[src/rtl/vga_timing_gen.sv]
`default_nettype none
// ============================================================================
// Module   : vga_timing_gen
// Purpose  : Parametrised raster timing generator. Produces horizontal and
//            vertical sync with configurable porches, widths and polarity,
//            a blank_n strobe, scaled pixel coordinates for tiled/low-res
//            framebuffers, and line/frame start pulses. Advances only on a
//            pixel-enable tick and can be parked at the frame origin.
// Ports    : clk0        - system clock
//            rst         - asynchronous active-high reset
//            pix_en      - pixel tick; state advances only when high
//            run         - 1 = generate timing, 0 = hold at frame origin
//            h_sync      - horizontal sync, active level H_POL
//            v_sync      - vertical sync, active level V_POL
//            blank_n     - high inside the visible region
//            pos_x/pos_y - scaled column/row inside the active region, else 0
//            line_start  - one-cycle pulse on the tick h_cnt becomes 0
//            frame_start - one-cycle pulse on the tick h_cnt and v_cnt become 0
// Revision : 1.0 - initial release
// ============================================================================
module vga_timing_gen #(
    parameter int H_ACTIVE = 640,
    parameter int H_FRONT  = 16,
    parameter int H_SYNC   = 96,
    parameter int H_BACK   = 48,
    parameter int V_ACTIVE = 480,
    parameter int V_FRONT  = 10,
    parameter int V_SYNC   = 2,
    parameter int V_BACK   = 33,
    parameter int H_POL    = 0,
    parameter int V_POL    = 0,
    parameter int X_SCALE  = 5,
    parameter int Y_SCALE  = 15,
    parameter int CW       = 11
) (
    input  logic          clk0,
    input  logic          rst,
    input  logic          pix_en,
    input  logic          run,
    output logic          h_sync,
    output logic          v_sync,
    output logic          blank_n,
    output logic [CW-1:0] pos_x,
    output logic [CW-1:0] pos_y,
    output logic          line_start,
    output logic          frame_start
);

    localparam int H_TOTAL = H_ACTIVE + H_FRONT + H_SYNC + H_BACK;
    localparam int V_TOTAL = V_ACTIVE + V_FRONT + V_SYNC + V_BACK;

    localparam logic [CW-1:0] H_LAST  = CW'(H_TOTAL - 1);
    localparam logic [CW-1:0] V_LAST  = CW'(V_TOTAL - 1);
    localparam logic [CW-1:0] H_VIS   = CW'(H_ACTIVE);
    localparam logic [CW-1:0] V_VIS   = CW'(V_ACTIVE);
    localparam logic [CW-1:0] HS_BEG  = CW'(H_ACTIVE + H_FRONT);
    localparam logic [CW-1:0] HS_LAST = CW'(H_ACTIVE + H_FRONT + H_SYNC - 1);
    localparam logic [CW-1:0] VS_BEG  = CW'(V_ACTIVE + V_FRONT);
    localparam logic [CW-1:0] VS_LAST = CW'(V_ACTIVE + V_FRONT + V_SYNC - 1);
    localparam logic [CW-1:0] X_LAST  = CW'(X_SCALE - 1);
    localparam logic [CW-1:0] Y_LAST  = CW'(Y_SCALE - 1);
    localparam logic [CW-1:0] ONE     = CW'(1);
    localparam logic          H_ON    = (H_POL != 0);
    localparam logic          V_ON    = (V_POL != 0);

    logic [CW-1:0] h_cnt_q, h_cnt_d;
    logic [CW-1:0] v_cnt_q, v_cnt_d;
    logic [CW-1:0] x_sub_q, x_sub_d;
    logic [CW-1:0] y_sub_q, y_sub_d;
    logic [CW-1:0] pos_x_q, pos_x_d;
    logic [CW-1:0] pos_y_q, pos_y_d;
    logic          running_q, running_d;
    logic          h_sync_q, h_sync_d;
    logic          v_sync_q, v_sync_d;
    logic          blank_n_q, blank_n_d;
    logic          line_start_q, line_start_d;
    logic          frame_start_q, frame_start_d;
    logic          h_wrap;

    // All registered outputs are derived from the next-state counters so
    // they describe the counter values held in the same cycle.
    always_comb begin
        h_cnt_d       = h_cnt_q;
        v_cnt_d       = v_cnt_q;
        x_sub_d       = x_sub_q;
        y_sub_d       = y_sub_q;
        pos_x_d       = pos_x_q;
        pos_y_d       = pos_y_q;
        running_d     = running_q;
        h_sync_d      = h_sync_q;
        v_sync_d      = v_sync_q;
        blank_n_d     = blank_n_q;
        line_start_d  = 1'b0;
        frame_start_d = 1'b0;
        h_wrap        = 1'b0;

        if (!run) begin
            // Parked at the origin with idle outputs, regardless of pix_en.
            running_d = 1'b0;
            h_cnt_d   = '0;
            v_cnt_d   = '0;
            x_sub_d   = '0;
            y_sub_d   = '0;
            pos_x_d   = '0;
            pos_y_d   = '0;
            h_sync_d  = ~H_ON;
            v_sync_d  = ~V_ON;
            blank_n_d = 1'b0;
        end else if (pix_en) begin
            running_d = 1'b1;
            if (!running_q) begin
                // First tick after reset or a run stop: present the origin
                // itself rather than advancing past it.
                h_cnt_d = '0;
                v_cnt_d = '0;
                x_sub_d = '0;
                y_sub_d = '0;
                pos_x_d = '0;
                pos_y_d = '0;
            end else begin
                h_wrap  = (h_cnt_q == H_LAST);
                h_cnt_d = h_wrap ? '0 : h_cnt_q + ONE;
                if (h_wrap) begin
                    v_cnt_d = (v_cnt_q == V_LAST) ? '0 : v_cnt_q + ONE;
                end

                // Column scaler: sub-counter carries into pos_x, cleared
                // at line start and outside the active columns.
                if (h_cnt_d == '0 || h_cnt_d >= H_VIS) begin
                    x_sub_d = '0;
                    pos_x_d = '0;
                end else if (x_sub_q == X_LAST) begin
                    x_sub_d = '0;
                    pos_x_d = pos_x_q + ONE;
                end else begin
                    x_sub_d = x_sub_q + ONE;
                end

                // Row scaler steps once per line.
                if (h_wrap) begin
                    if (v_cnt_d == '0 || v_cnt_d >= V_VIS) begin
                        y_sub_d = '0;
                        pos_y_d = '0;
                    end else if (y_sub_q == Y_LAST) begin
                        y_sub_d = '0;
                        pos_y_d = pos_y_q + ONE;
                    end else begin
                        y_sub_d = y_sub_q + ONE;
                    end
                end
            end

            h_sync_d      = (h_cnt_d >= HS_BEG && h_cnt_d <= HS_LAST) ? H_ON : ~H_ON;
            v_sync_d      = (v_cnt_d >= VS_BEG && v_cnt_d <= VS_LAST) ? V_ON : ~V_ON;
            blank_n_d     = (h_cnt_d < H_VIS) && (v_cnt_d < V_VIS);
            line_start_d  = (h_cnt_d == '0);
            frame_start_d = (h_cnt_d == '0) && (v_cnt_d == '0);
        end
    end

    always_ff @(posedge clk0 or posedge rst) begin
        if (rst) begin
            h_cnt_q       <= '0;
            v_cnt_q       <= '0;
            x_sub_q       <= '0;
            y_sub_q       <= '0;
            pos_x_q       <= '0;
            pos_y_q       <= '0;
            running_q     <= 1'b0;
            h_sync_q      <= ~H_ON;
            v_sync_q      <= ~V_ON;
            blank_n_q     <= 1'b0;
            line_start_q  <= 1'b0;
            frame_start_q <= 1'b0;
        end else begin
            h_cnt_q       <= h_cnt_d;
            v_cnt_q       <= v_cnt_d;
            x_sub_q       <= x_sub_d;
            y_sub_q       <= y_sub_d;
            pos_x_q       <= pos_x_d;
            pos_y_q       <= pos_y_d;
            running_q     <= running_d;
            h_sync_q      <= h_sync_d;
            v_sync_q      <= v_sync_d;
            blank_n_q     <= blank_n_d;
            line_start_q  <= line_start_d;
            frame_start_q <= frame_start_d;
        end
    end

    assign h_sync      = h_sync_q;
    assign v_sync      = v_sync_q;
    assign blank_n     = blank_n_q;
    assign pos_x       = pos_x_q;
    assign pos_y       = pos_y_q;
    assign line_start  = line_start_q;
    assign frame_start = frame_start_q;

endmodule
`default_nettype wire

[config.mk]
export PLATFORM = sky130hd
export DESIGN_NAME = vga_timing_gen
export DESIGN_NICKNAME = d
export VERILOG_FILES = /design/src/rtl/vga_timing_gen.sv
export SDC_FILE = /design/constraint.sdc
export NUM_CORES = 1
export LEC_CHECK = 0
export ABC_AREA = 1
export CELL_PAD_IN_SITES_DETAIL_PLACEMENT = 1
export CELL_PAD_IN_SITES_GLOBAL_PLACEMENT = 1
export CORE_MARGIN = 2
export CORE_UTILIZATION = 40
export CTS_BUF_LIST = sky130_fd_sc_hd__clkbuf_4 sky130_fd_sc_hd__clkbuf_8 sky130_fd_sc_hd__clkbuf_16
export DETAILED_ROUTE_END_ITERATION = 16
export PLACE_DENSITY_LB_ADDON = 0.1
export SYNTH_ARGS = -nofsm -noshare
export SYNTH_HDL_FRONTEND = slang
export SYNTH_SLANG_ARGS = --single-unit
[constraint.sdc]
create_clock -name clk0 -period 3.6 [get_ports clk0]
set_input_delay 0.72 -clock clk0 [delete_from_list [all_inputs] [get_ports clk0]]
set_output_delay 0.72 -clock clk0 [all_outputs]
set_load 0.01 [all_outputs]
# Word-level counts from Yosys, hierarchy flattened
# Cells that the tools add are included.
[op_classes] add_sub_neg=6 n_lt_le_gt_ge=8 reduce_logical=13 n_mux=52 eq_ne=8
[ops] cell="2-to-1 mux 11 bit" count=38
[ops] cell="adder 11 x 1 -> 11 bit (second input constant)" count=6
[ops] cell="zero test 11 bit" count=4
[ops] cell="equality test 11 x 10 -> 1 bit (second input constant)" count=2
[ops] cell="greater-or-equal comparator 11 x 10 -> 1 bit (second input constant)" count=2
[ops] cell="greater-or-equal comparator 11 x 9 -> 1 bit (second input constant)" count=2
[ops] cell="2-to-1 mux 1 bit" count=14
[ops] cell="equality test 11 x 3 -> 1 bit (second input constant)" count=1
[ops] cell="equality test 11 x 4 -> 1 bit (second input constant)" count=1
[ops] cell="less-or-equal comparator 11 x 10 -> 1 bit (second input constant)" count=1
[ops] cell="less-or-equal comparator 11 x 9 -> 1 bit (second input constant)" count=1
[ops] cell="< comparator 11 x 10 -> 1 bit (second input constant)" count=1
[ops] cell="< comparator 11 x 9 -> 1 bit (second input constant)" count=1
[ops] cell="inequality test 4 x 2 -> 1 bit (second input constant)" count=2
[ops] cell="logical AND 1 bit" count=4
[ops] cell="AND reduction 2 bit" count=2
[ops] cell="inequality test 3 x 2 -> 1 bit (second input constant)" count=1
[ops] cell="AND reduction 3 bit" count=1
[ops] cell="logical OR 1 bit" count=2
[ops] cell="inequality test 2 bit (second input constant)" count=1
[totals] input_bits=4 register_bits=72 wordCells=99

# Longest topological paths before layout
[logic_depth] word_depth=14 mapped_depth=18 ltp_nobuf=17

# Least setup slack after synthesis
# No wires, ideal clock.
[synth_path] path_kind="register to register" from="register h_cnt_q[0]" to="register pos_y_q[10] (netlist: pos_y[10])" stages_incl_launch_ff=19 setup_time_ns=0.116 n_path_buf=2 path_slack_ns=1.562 arrival_time_ns=1.921 cell_sequence="dfrtp_1 -> ha_1 -> nand2_2 -> nor2_4 -> nand2_2 -> nor2_2 -> buf_6 -> nand2_1 -> nand2_1 -> nand2_1 -> nand2_1 -> nor2_1 -> nor2_2 -> nand3_2 -> nand2_2 -> inv_2 -> buf_6 -> nand2_1 -> nand2_1"
[synth_via] elab_chain_len=12
[synth_rtl] element="start, declared" line="66" source="logic [CW-1:0] h_cnt_q, h_cnt_d;"
[synth_rtl] element="start signal, assigned" line="176" source="h_cnt_q <= h_cnt_d;"
[synth_rtl] element="equality test 11 x 10 -> 1 bit *" line="121" source="h_wrap = (h_cnt_q == H_LAST);"
[synth_rtl] element="2-to-1 mux 11 bit" line="123" source="if (h_wrap) begin"
[synth_rtl] element="2-to-1 mux 11 bit" line="111" source="if (!running_q) begin"
[synth_rtl] element="2-to-1 mux 11 bit" line="109" source="end else if (pix_en) begin"
[synth_rtl] element="2-to-1 mux 11 bit" line="97" source="if (!run) begin"
[synth_rtl] element="greater-or-equal comparator 11 x 9 -> 1 bit / zero test 11 bit (equally long branches)" line="141" source="if (v_cnt_d == '0 || v_cnt_d >= V_VIS) begin"
[synth_rtl] element="logical OR 1 bit" line="141"
[synth_rtl] element="2-to-1 mux 11 bit" line="141"
[synth_rtl] element="2-to-1 mux 11 bit" line="140" source="if (h_wrap) begin"
[synth_rtl] element="2-to-1 mux 11 bit" line="111"
[synth_rtl] element="2-to-1 mux 11 bit" line="109"
[synth_rtl] element="2-to-1 mux 11 bit" line="97"
[synth_rtl] element="end signal, assigned" line="181" source="pos_y_q <= pos_y_d;"
[synth_rtl] element="end, declared" line="71" source="logic [CW-1:0] pos_y_q, pos_y_d;"
# Mark *: on every way between the ends. The rest lies on a longest branch, timed or not. The select of a mux whose other input is x is not followed.
# A chain may end at the register's enable or synchronous reset.

# Worst setup path after layout
[layout_path] from="register h_cnt_q[0]" to="register pos_y_q[8] (netlist: pos_y[8])"
# The elaborated chain is that of the path after synthesis.

==> summary.txt <==
worst flop-to-flop path endpoint: pos_y[8]
register area share after synthesis: 39.4%
num rows: 39
Port Buffer Count: 30
WHS Path Cells: 2
slowest CP cell: nor2_2
VDD IR max: 0.170 mV
routed vias/inst: 5.17
Clk Latency, worst-skew pair: 330 ps
worst min path class: flop to flop
most frequent cell on the critical path: nand2_1
Achievable Freq: 345 MHz
IO Pins: 31
Die Ht: 111 um
final setup vio count: 0
die area: 12,300 um2
WP data arrival: 3170 ps
outcome: complete, no violations
Critical Path RT: 3870 ps
Pre-Repair DR Iteration Count: 4
Routed Antenna Nets: 0
post-layout util: 46.9%
minimum clock period: 2900 ps
initial DRC count: 110
DP Wirelength: 9390 um
CTS Buffer Depth: 2
CTS Sinks: 72
Inserted Diodes: 0
relative slew slack: 63.2%
hold path endpoint: v_sync
Via Count: 4,183
leakage: 2.45 nW
unrepaired setup endpoints after global routing: no
synthesized flop and latch total: 72
crit-path max cell delay: 450 ps
nets: 674
CTS Buf Count: 9
register clock-pin slew on the reported worst setup and hold paths: 60 ps
GR Overflow Total: 0
Initial Util: 40.6%
CP Class: flop to flop
Die Wd: 111 um
post-synthesis instance area: 4570 um2
post-cts resize count: 0
post-synthesis area per instance: 7.26 um2
Syn. warnings: 0
worst slew pin tran: 551 ps
ratio of cells with drive above 1 in the final layout: 10.1%
WL per Instance: 15.7 um
GP Congestion: 0.859
# DRC: 0
Area Overhead vs Synth: 15.6%
setup TNS: 0 ps
worst hold slack: 506 ps
filler cell count: 1,425
Reg2Reg Launch Point: h_cnt_q[0]
post-synthesis cell type count: 34
All-Layer GR Usage: 21.9%
CP max FO: 20
PwrDens: 346 nW/um2
Slew Limit Fails: 0
Hold Buf Count CTS: 0
final wirelength: 12,700 um
Worst R2R Path Depth: 15
syn nets: 643
number of global-route vias before repair: 4,552
Tcrit/Tclk final: 80.6%
crit end category: flop
# Post-CTS Setup Buffers: 0
Register-to-Register Setup Slack: 700 ps
worst setup path startpoint: h_cnt_q[0]
area of the core: 11,300 um2
H-tree levels: 3
CP Launch Type: flop
Post-Synthesis Cells: 630
clock root buffer: clkbuf_16
first-pass GRT wire length: 22,200 um
largest net degree at the start of global routing: 32
max-cap viol count: 0
hold_sp: v_sync
crit-path cells: ha_1 -> nand2_2 -> nor2_4 -> nand2_2 -> nor2_2 -> nand2_1 -> nand2_1 -> nand3_1 -> nor2_1 -> nand2_1 -> nand3_2 -> nand2_2 -> inv_2 -> nand2_1 -> nand2_1
CTS tree: yes
clk_skew: 5.40 ps
Fin. Hold Viols: 0
number of antenna violations at the first check in global routing: 0
[cell type report]
class / instances / area, um2 / share of cell area (%)
clock buffer: 14 / 282 / 5.32
clock inverter: 2 / 12.5 / 0.237
inverter: 74 / 278 / 5.25
multi-input combinational: 467 / 2380 / 45.0
sequential: 72 / 1800 / 34.1
tap: 143 / 179 / 3.38
timing repair buffer: 37 / 353 / 6.67
[synthesized netlist by cell type]
library cell  number  area (um2)
buf_4              1        7.51
clkbuf_1           3        11.3
xnor2_1           11        96.3
a32o_1             1        10.0
nor2_2            14        87.6
o22ai_1           19         119
nand3_1           43         215
dfrtp_1           70        1750
ha_1               9         113
nor2_4             1        11.3
nor2_1            71         267
nand3b_1           1        7.51
and3b_1            1        8.76
xor2_1            22         193
nand3_2            5        50.1
inv_1             71         267
buf_6              5        56.3
a21oi_1            4        20.0
dfstp_2            2        52.6
a31oi_1            3        18.8
inv_2              3        11.3
nor3_1            10        50.1
nand2_4            1        11.3
buf_2              5        25.0
o21ai_1            4        20.0
buf_1              3        11.3
nand4_1           22         138
o21ai_0           15        75.1
a21oi_2            2        17.5
nand2_2            5        31.3
o21ai_2            9        78.8
nor4_1             5        31.3
or2_2              1        6.26
nand2_1          188         706
[worst max path at each step]
stage | end | slack, ps
3_5_place_dp | pos_y[10] | 520
2_1_floorplan | blank_n | 1060
4_1_cts | pos_y[10] | 660
3_3_place_gp | pos_y[1] | 650
6_report | pos_y[8] | 700
5_1_grt | pos_y[9] | 340
[worst max-delay path: cells and delay by family, from the launching register on]
| kind | cells | cell delay, ps |
|---|---|---|
| simple gates | 13 | 1790 |
| buf+inv | 1 | 410 |
| flops | 1 | 400 |
| fa+ha+maj | 1 | 250 |
[layer usage]
metal / track usage (%) / up-vias / part of all wire (%)
li1: - / 2080 / -
met1: 29.5 / 2052 / 49
met2: 37.5 / 40 / 48
met3: 2.90 / 11 / 1.8
met4: 5.25 / 0 / 1.0
met5: 0 / - / 0
[where the power goes]
part	switching, mW	internal [mW]	leakage (nW)
logic	0.0886	0.0310	1.31
registers	0.0118	0.818	0.993
clock network	0.345	0.538	0.146
total	0.445	1.39	2.45
[kinds of logic (layout without fill, tap and decap cells)]
group / Yosys count / in the layout / share of synthesized area (%)
flip-flops: 72 / 72 / 39.4
XOR/XNOR: 33 / 33 / 6.32
AO/OA/AOI/OAI: 57 / 57 / 7.85
AND/OR/NAND/NOR: 368 / 368 / 35.4
adder cells (fa/ha/maj): 9 / 9 / 2.46
buffers and inverters: 91 / 127 / 8.51
[state kept, by name (all words and copies together), names as in the netlist]
name,cells
v_cnt_q,11
pos_x,11
v_sync,1
frame_start,1
pos_y,11
line_start,1
blank_n,1
h_cnt_q,11
running_q,1
y_sub_q,11
x_sub_q,11
h_sync,1
[through the flow]
step,setup WS [ps],cells,cell area (um2),total power [mW]
finish,700,809,5290,1.83
global route,341,809,5290,1.89
CTS,656,809,5290,1.85
detailed placement,524,793,4990,0.966
global placement,651,793,4990,0.963
floorplan,1060,630,4570,0.929
[cell usage in the layout (no fill, tap or decap), drive strengths merged]
cell type	count
nand3	48
nand3b	1
nor3	10
clkbuf	14
nand4	22
clkdlybuf4s50	30
a31oi	3
xnor2	11
clkinv	1
buf	7
dfrtp	70
ha	9
nor4	5
nor2	86
or2	1
dfstp	2
nand2	194
xor2	22
o21ai	28
o22ai	19
a32o	1
and3b	1
clkinvlp	1
a21oi	6
inv	74
Note: power is estimated with default switching activity, not from simulation.
